===== config.mk =====
export PLATFORM = sky130hd
export DESIGN_NAME = pipeline_result_serializer
export DESIGN_NICKNAME = d
export VERILOG_FILES = /design/src/rtl/pipeline_pkg.sv /design/src/rtl/sync_fifo.sv /design/src/rtl/pipeline_result_serializer.sv
export SDC_FILE = /design/constraint.sdc
export NUM_CORES = 1
export LEC_CHECK = 0
export ABC_AREA = 1
export CORE_AREA = 4 4 135 137
export DETAILED_ROUTE_END_ITERATION = 8
export DIE_AREA = 0 0 139 141
export PLACE_DENSITY_LB_ADDON = 0.25
export SYNTH_ARGS = -nofsm -noshare
export SYNTH_HDL_FRONTEND = slang
export SYNTH_SLANG_ARGS = --single-unit
export TNS_END_PERCENT = 20

===== constraint.sdc =====
create_clock -name clock -period 3.6 [get_ports clock]
set_input_delay 0.36 -clock clock [delete_from_list [all_inputs] [get_ports clock]]
set_output_delay 0.36 -clock clock [all_outputs]
set_load 0.005 [all_outputs]

===== src/rtl/pipeline_pkg.sv =====
// Shared definitions for the pipeline result serializer: word/nibble
// geometry and the serializer state type.
package pipeline_pkg;

    localparam int WORD_W = 32;
    localparam int NIB_W  = 4;
    localparam int BEATS  = WORD_W / NIB_W;
    localparam int BEAT_W = $clog2(BEATS);

    typedef enum logic {
        IDLE,
        SHIFT
    } ser_state_t;

endpackage


===== src/rtl/sync_fifo.sv =====
// Single-clock FIFO with asynchronous (combinational) read of the head
// entry, so a consumer can load rd_data on the same edge that pops it.
// Pointers wrap modulo DEPTH; full/empty come from the extra count bit.
module sync_fifo #(
    parameter int  WIDTH = 32,
    parameter int  DEPTH = 4,
    localparam int PTR_W = $clog2(DEPTH)
) (
    input  logic             clock,
    input  logic             reset,
    input  logic             wr_en,
    input  logic [WIDTH-1:0] wr_data,
    input  logic             rd_en,
    output logic [WIDTH-1:0] rd_data,
    output logic             full,
    output logic             empty,
    output logic [PTR_W:0]   count
);

    localparam logic [PTR_W:0] FULL_CNT = (PTR_W+1)'(DEPTH);

    logic [WIDTH-1:0] mem [DEPTH];
    logic [PTR_W-1:0] wr_ptr;
    logic [PTR_W-1:0] rd_ptr;
    logic             do_wr;
    logic             do_rd;

    // Status flags, qualified enables and the combinational head read.
    // A write into a full FIFO is accepted only alongside a pop; the
    // popped slot is the one being overwritten.
    always_comb begin
        full    = (count == FULL_CNT);
        empty   = (count == '0);
        do_rd   = rd_en && !empty;
        do_wr   = wr_en && (!full || do_rd);
        rd_data = mem[rd_ptr];
    end

    // Storage array; contents need no reset because count gates reads.
    always_ff @(posedge clock) begin
        if (do_wr) begin
            mem[wr_ptr] <= wr_data;
        end
    end

    // Pointer and occupancy bookkeeping.
    always_ff @(posedge clock or negedge reset) begin
        if (!reset) begin
            wr_ptr <= '0;
            rd_ptr <= '0;
            count  <= '0;
        end else begin
            if (do_wr) begin
                wr_ptr <= wr_ptr + PTR_W'(1);
            end
            if (do_rd) begin
                rd_ptr <= rd_ptr + PTR_W'(1);
            end
            if (do_wr && !do_rd) begin
                count <= count + (PTR_W+1)'(1);
            end else if (do_rd && !do_wr) begin
                count <= count - (PTR_W+1)'(1);
            end
        end
    end

endmodule


===== src/rtl/pipeline_result_serializer.sv =====
// Buffers 32-bit pipeline result words (valid-only, no backpressure) and
// emits each as eight 4-bit nibbles on a valid/ready stream, with o_last
// marking the final nibble of a word. Words are held in a sync_fifo; the
// word being shifted lives in a separate shift register.
// Build option: define SER_MSB_FIRST_EN to emit nibbles most-significant
// first; default order is least-significant first.
module pipeline_result_serializer
    import pipeline_pkg::*;
#(
    parameter int  DEPTH = 4,
    localparam int PTR_W = $clog2(DEPTH)
) (
    input  logic              clock,
    input  logic              reset,
    input  logic [WORD_W-1:0] i_value,
    input  logic              i_valid,
    output logic [NIB_W-1:0]  o_nibble,
    output logic              o_valid,
    input  logic              i_ready,
    output logic              o_last,
    output logic [PTR_W:0]    o_count,
    output logic              o_overflow
);

    localparam logic [BEAT_W-1:0] LAST_BEAT = BEAT_W'(BEATS - 1);

    ser_state_t        state;
    ser_state_t        state_next;
    logic [BEAT_W-1:0] beat;
    logic [WORD_W-1:0] shift_reg;
    logic              overflow;

    logic              fifo_wr;
    logic              fifo_rd;
    logic [WORD_W-1:0] fifo_head;
    logic              fifo_full;
    logic              fifo_empty;
    logic [PTR_W:0]    fifo_count;

    logic              handshake;
    logic              last_beat;
    logic              drop;

    sync_fifo #(
        .WIDTH (WORD_W),
        .DEPTH (DEPTH)
    ) u_fifo (
        .clock   (clock),
        .reset   (reset),
        .wr_en   (fifo_wr),
        .wr_data (i_value),
        .rd_en   (fifo_rd),
        .rd_data (fifo_head),
        .full    (fifo_full),
        .empty   (fifo_empty),
        .count   (fifo_count)
    );

    // Handshake, pop and write/drop decisions for the current cycle.
    // A pop either starts shifting from IDLE or chains the next word
    // straight after the final beat, so the stream has no bubble.
    always_comb begin
        handshake = (state == SHIFT) && i_ready;
        last_beat = (beat == LAST_BEAT);
        fifo_rd   = !fifo_empty && ((state == IDLE) || (handshake && last_beat));
        fifo_wr   = i_valid && (!fifo_full || fifo_rd);
        drop      = i_valid && fifo_full && !fifo_rd;
    end

    // State register.
    always_ff @(posedge clock or negedge reset) begin
        if (!reset) begin
            state <= IDLE;
        end else begin
            state <= state_next;
        end
    end

    // Next-state logic.
    always_comb begin
        state_next = state;
        unique case (state)
            IDLE: begin
                if (!fifo_empty) begin
                    state_next = SHIFT;
                end
            end
            SHIFT: begin
                if (handshake && last_beat && fifo_empty) begin
                    state_next = IDLE;
                end
            end
            default: state_next = IDLE;
        endcase
    end

    // Shift register and beat counter: load on pop, advance on handshake.
    always_ff @(posedge clock or negedge reset) begin
        if (!reset) begin
            shift_reg <= '0;
            beat      <= '0;
        end else if (fifo_rd) begin
            shift_reg <= fifo_head;
            beat      <= '0;
        end else if (handshake) begin
`ifdef SER_MSB_FIRST_EN
            shift_reg <= shift_reg << NIB_W;
`else
            shift_reg <= shift_reg >> NIB_W;
`endif
            beat      <= last_beat ? '0 : beat + BEAT_W'(1);
        end
    end

    // Sticky overflow: set on any dropped input word, cleared only by reset.
    always_ff @(posedge clock or negedge reset) begin
        if (!reset) begin
            overflow <= 1'b0;
        end else if (drop) begin
            overflow <= 1'b1;
        end
    end

    // Output decode; nibble and last are forced low outside SHIFT.
    always_comb begin
        o_valid    = 1'b0;
        o_nibble   = '0;
        o_last     = 1'b0;
        if (state == SHIFT) begin
            o_valid = 1'b1;
`ifdef SER_MSB_FIRST_EN
            o_nibble = shift_reg[WORD_W-1 -: NIB_W];
`else
            o_nibble = shift_reg[NIB_W-1:0];
`endif
            o_last  = last_beat;
        end
        o_count    = fifo_count;
        o_overflow = overflow;
    end

endmodule


==> impl_metrics.json, run 1 <==
{
  "drv_cap": 0,
  "critPathKind": "reg -> reg",
  "outcome": "complete, no violations",
  "cts.sinks": 172,
  "insertion_delay_ns": 0.42,
  "postRouteWirelength_mm": 15.39,
  "post-place-ws_ns": 1.215,
  "cts_setup_buffers": 0,
  "comb_power_share_pct": 27.0,
  "stdcell_count": 1023,
  "ys_seq_elements": 172,
  "antenna_found_initial": 0,
  "cts_hold_buf": 0,
  "ant_nets": 0,
  "period_minus_slack_ns": 2.400,
  "p_int_w": 0.004539,
  "fin_ws_ns": 1.200,
  "dr.pass1.iters": 8,
  "met1_length_mm": 6.990,
  "io_buffers": 45,
  "cts-resized-gates": 0,
  "mostFrequentLayoutCells": "216 x nand2_1, 160 x nand3_1, 134 x inv_1",
  "cp-start-kind": "register",
  "cts_tree": "built",
  "ir_drop_v": 0.0003933,
  "tns_ns": 0,
  "yosysTopAreaCellShare_pct": 51.16,
  "syn2layout_area_growth_pct": 16.60,
  "netlist_area_sq_mm": 0.007513,
  "core_sq_mm": 0.01706,
  "postSynthAreaPerCell_sq_um": 10.00,
  "cts_buffers": 17,
  "required_ns": 3.94,
  "worstRegToRegCells": 12,
  "h-tree-depth": 4,
  "cp.arrival_ns": 2.74,
  "clock_power_share_pct": 30.7,
  "p_seq_share_pct": 42.3,
  "vias": 4953,
  "leakage_nw": 3.972,
  "sw_frac_of_total_pct": 32.19,
  "clkTransAtPathRegs_ns": 0.07,
  "route.detailed.drc": 0,
  "die_area_sq_mm": 0.01960,
  "track_usage_pct": 16.47,
  "die_y_microns": 141,
  "grt_overflow": 0,
  "place.gp.congestion": 0.7459,
  "power.density_mw_per_mm2": 764.1,
  "largest_reg_flops": 128,
  "setup_viol": 0,
  "io_pins": 46,
  "synth_cell_types": 23,
  "dp_hpwl_mm": 9.035,
  "layout.nets": 829,
  "p_sw_w": 0.002155,
  "grt_pass1_wl_mm": 25.51,
  "top_layer": "met4",
  "worstPathMaxFanout": 31,
  "stdcell_area_sq_mm": 0.008761,
  "die_w_microns": 139,
  "grt_pass1_vias": 5015,
  "ys.warnings.count": 0,
  "synthCells": 751,
  "root_buffer": "clkbuf_16",
  "hp-class": "in -> async",
  "clockBufferDepth": 2,
  "drv_slew": 0,
  "finalClockSkew_ns": 0.008067,
  "rsz0062_at_grt": "false",
  "routed-wl-met2_mm": 7.584,
  "drt_iter0_markers": 392,
  "drive_above_1_share_pct": 6.767,
  "max_clock_freq_ghz": 0.4166,
  "layout_commonest_cell": "nand2_1",
  "maxSlewHeadroom_pct": 22.44,
  "dpl_cell_area_sq_mm": 0.008092,
  "vias_per_cell": 4.842,
  "initial_utilization_pct": 44.05,
  "hold_viol": 0,
  "grt_max_degree": 67,
  "dp_cells": 991,
  "synth_fp_nets": 795,
  "hold_ws_ns": 0.1125,
  "worst_pin_slew_ns": 1.162,
  "synth_top_area_cell": "edfxtp_1",
  "antennaDiodeCount": 0,
  "end_kind": "register",
  "period_share_pct": 66.68,
  "wl_met3_microns": 532,
  "synth_area_leaders": "edfxtp_1 51%, dfrtp_1 15%, nand2_1 11%",
  "rows": 48,
  "ys_seq_area_share_pct": 65.81,
  "wire_per_inst_microns": 15.04
}
## metal layers
layer  global-route usage (%)  up-vias
li1                         -     2464
met1                    20.89     2375
met2                    27.97       88
met3                    3.324       26
met4                    6.488        0
met5                        0        -
## kinds of logic after synthesis
logic type                 count (synthesis)  synth area share (%)
and+or+nand+nor                          390                 22.40
buffers and inverters                    175                 9.775
DFF                                      172                 65.81
adders and majority gates                  8                 1.432
AOI/OAI and AO/OA                          4                0.3498
xor gates and xnor gates                   2                0.2332
## stage by stage
stage               utilization (%)  power (W)
finish                        51.36   0.006694
global route                  51.36   0.007123
CTS                           51.36   0.006763
detailed placement            47.44   0.004696
global placement              47.44   0.004644
floorplan                         -   0.004098
## synthesized netlist by cell type (all sizes together)
cell type  count
buf           35
clkbuf         3
dfrtp         44
edfxtp       128
fa             1
ha             7
inv          137
nand2        220
nand3        160
nor2           9
nor3           1
o21ai          3
o21bai         1
xnor2          1
xor2           1
## worst max-delay path: stages (launching register included)
cell,delay [ns]
dfrtp_1,0.40
ha_1,0.21
ha_1,0.22
nand2_1,0.09
nand2_2,0.08
nand2_4,0.28
ha_1,0.22
inv_1,0.07
fa_1,0.38
inv_1,0.06
nand2_1,0.04
nand3_1,0.09
xor2_1,0.17
## final timing paths
check	end	slack, ns	startpoint
max	u_fifo.count[2]	1.20	beat[0]
min	u_fifo.rd_ptr[1]	0.11	reset
max reg2reg	u_fifo.count[2]	1.20	beat[0]
min reg2reg	o_overflow	0.49	o_overflow
max in group asynchronous	u_fifo.rd_ptr[0]	2.80	reset
min in group clock	o_overflow	0.49	o_overflow
## layout make-up
type / count / area (sq um)
multi-input cells: 404 / 1844
well taps: 225 / 281.5
flip-flops and latches: 172 / 4946
fillers: 1484 / 8295
clock inverters: 14 / 240.2
inverters: 137 / 514.2
repair buffers: 53 / 505.5
clock buffers: 18 / 429.2
## power groups by stage
stage               Sequential (W)  Combinational [W]  Clock (W)
detailed placement         0.00287            0.00183          0
global route               0.00288            0.00207    0.00217
finish                     0.00283            0.00181    0.00206
CTS                        0.00283            0.00184    0.00209
global placement           0.00285            0.00179          0
floorplan                  0.00282            0.00127          0
No activity file was read; power rests on OpenSTA's default activity.
==> run 2: changes to the inputs <==
==> constraint.sdc (replaced) <==
create_clock -name clock -period 2 [get_ports clock]
set_input_delay 0.2 -clock clock [delete_from_list [all_inputs] [get_ports clock]]
set_output_delay 0.2 -clock clock [all_outputs]
set_load 0.005 [all_outputs]
==> impl_metrics.json, run 2 (synthesized netlist as in run 1, its figures left out) <==
{
  "outcome": "finished, violations left",
  "violations": "setup timing",
  "grt_pass1_vias": 4877,
  "insertion_delay_ns": 0.42,
  "p_total_w": 0.01167,
  "period_minus_slack_ns": 2.006,
  "period_share_pct": 100.3,
  "mostFrequentLayoutCells": "215 x nand2_1, 160 x nand3_1, 132 x inv_1",
  "required_ns": 2.31,
  "route.detailed.drc": 0,
  "grt_overflow": 0,
  "die_w_microns": 139,
  "worst-path-buf-inv": 2,
  "largest_reg_flops": 128,
  "io_pins": 46,
  "ant_nets": 0,
  "crit_path_cell_trace": "ha_2, ha_4, nand2_4, nand2_4, o21ai_2, inv_1, ha_2, inv_2, fa_2, nand2_1, nand3_1, xor2_1",
  "cp-start-kind": "register",
  "dp_hpwl_mm": 9.406,
  "max_clock_freq_ghz": 0.4986,
  "grt_max_degree": 66,
  "power.density_mw_per_mm2": 1306,
  "critPathTopFamily": "adder cells",
  "io_buffers": 45,
  "finalClockSkew_ns": 0.004658,
  "dr.pass1.iters": 5,
  "antenna_found_initial": 0,
  "vias": 5124,
  "root_buffer": "clkbuf_16",
  "cts_tree": "built",
  "postRouteWirelength_mm": 15.05,
  "antennaDiodeCount": 0,
  "multi_input_area_sq_mm": 0.001877,
  "layout_commonest_cell": "nand2_1",
  "hold_viol": 0,
  "track_usage_pct": 15.74,
  "fill_cells": 1501,
  "initial_utilization_pct": 44.05,
  "setup_viol": 1,
  "critPathKind": "reg -> reg",
  "syn2layout_area_growth_pct": 18.93,
  "fin_ws_ns": -0.005816,
  "cts_buffers": 17,
  "drv_slew": 0,
  "h-tree-depth": 4,
  "place.gp.congestion": 0.7455,
  "cp_slowest_stage_delay_ns": 0.39,
  "ir_drop_v": 0.0006864,
  "die_y_microns": 141,
  "rows": 48,
  "core_sq_mm": 0.01706,
  "clockBufferDepth": 2,
  "drive_above_1_share_pct": 10.23,
  "clkTransAtPathRegs_ns": 0.06,
  "tns_ns": -0.005816,
  "worst_pin_slew_ns": 0.6799,
  "cp.arrival_ns": 2.31,
  "drt_iter0_markers": 298,
  "leakage_nw": 4.050,
  "cts.sinks": 172,
  "hp-class": "in -> async",
  "maxSlewHeadroom_pct": 54.67,
  "seq_area_sq_mm": 0.004946,
  "die_area_sq_mm": 0.01960,
  "worstPathMaxFanout": 3,
  "end_kind": "register",
  "final_util_pct": 52.39,
  "rsz0062_at_grt": "true",
  "slowest_stage": "fa_2",
  "drv_cap": 0,
  "vias_per_cell": 4.899,
  "wire_per_inst_microns": 14.39,
  "layout.nets": 852,
  "grt_pass1_wl_mm": 24.29
}
[run 2: changes by cell type in the layout (fill, tap and decap cells not counted), sizes merged, moves of 3 or more]
cell      delta
clkinv       +3
clkinvlp     +4
bufinv       -5
buf         +22
[run 2: path summary, 6_finish.rpt]
| path | from | slack [ns] | cells past startpoint | end |
|---|---|---|---|---|
| hold reg to reg | shift_reg[22] | 0.52 | 2 | shift_reg[18] |
| max in group asynchronous | reset | 1.16 | 3 | u_fifo.rd_ptr[0] |
| setup reg to reg | beat[0] | -0.006 | 12 | u_fifo.count[2] |
| min in group clock | i_value[4] | 0.41 | 1 | u_fifo.mem[0][4] |
| setup / recovery | beat[0] | -0.006 | 12 | u_fifo.count[2] |
| hold / removal | reset | 0.41 | 3 | shift_reg[13] |
[run 2: worst register-to-register path: stages, from the launching register on]
cell and delay (ns):
dfrtp_1 0.36, ha_2 0.21, ha_4 0.15, nand2_4 0.05, nand2_4 0.09, o21ai_2 0.07, inv_1 0.06, ha_2 0.17
inv_2 0.05, fa_2 0.39, nand2_1 0.07, nand3_1 0.08, xor2_1 0.15
[run 2: timing repair]
item	4_1_cts	5_1_grt
hold endpoints to repair	44	0
gates resized for setup	1	10
buffers inserted	0	3
pin swaps	1	8
endpoints found under the setup margin	3	34
hold buffers	1	0
[run 2: cell type report]
class	instances	area share [%]
Sequential cell	172	55.35
Multi-Input combinational cell	404	21.00
Timing Repair Buffer	76	8.583
Inverter	137	5.755
Clock buffer	17	4.761
Tap cell	225	3.150
Clock inverter	15	1.400
[run 2: through the flow]
step                std cells  hold slack (ns)  instance area [sq um]  setup WS, ns
finish                   1046           0.4052                   8936     -0.005816
CTS                      1043           0.3913                   8881      -0.05474
global placement         1010           0.3266                   8322     0.0001570
detailed placement       1010           0.3311                   8322      -0.06345
global route             1046           0.4009                   8936      -0.08693
floorplan                 751         -0.09559                   7523       -0.2095
[run 2: per-layer routing]
layer,global-route usage (%),part of all wire (%),up-vias
met5,0,0,-
met4,5.098,1.6,0
met3,3.630,3.9,23
met2,27.38,51,91
met1,19.56,43,2490
li1,-,-,2520
[run 2: where the power goes]
| part | switching [W] | total, W | internal [W] |
|---|---|---|---|
| logic | 0.00225 | 0.00358 | 0.00132 |
| registers | 0.000322 | 0.00507 | 0.00475 |
| clock network | 0.00132 | 0.00302 | 0.00170 |
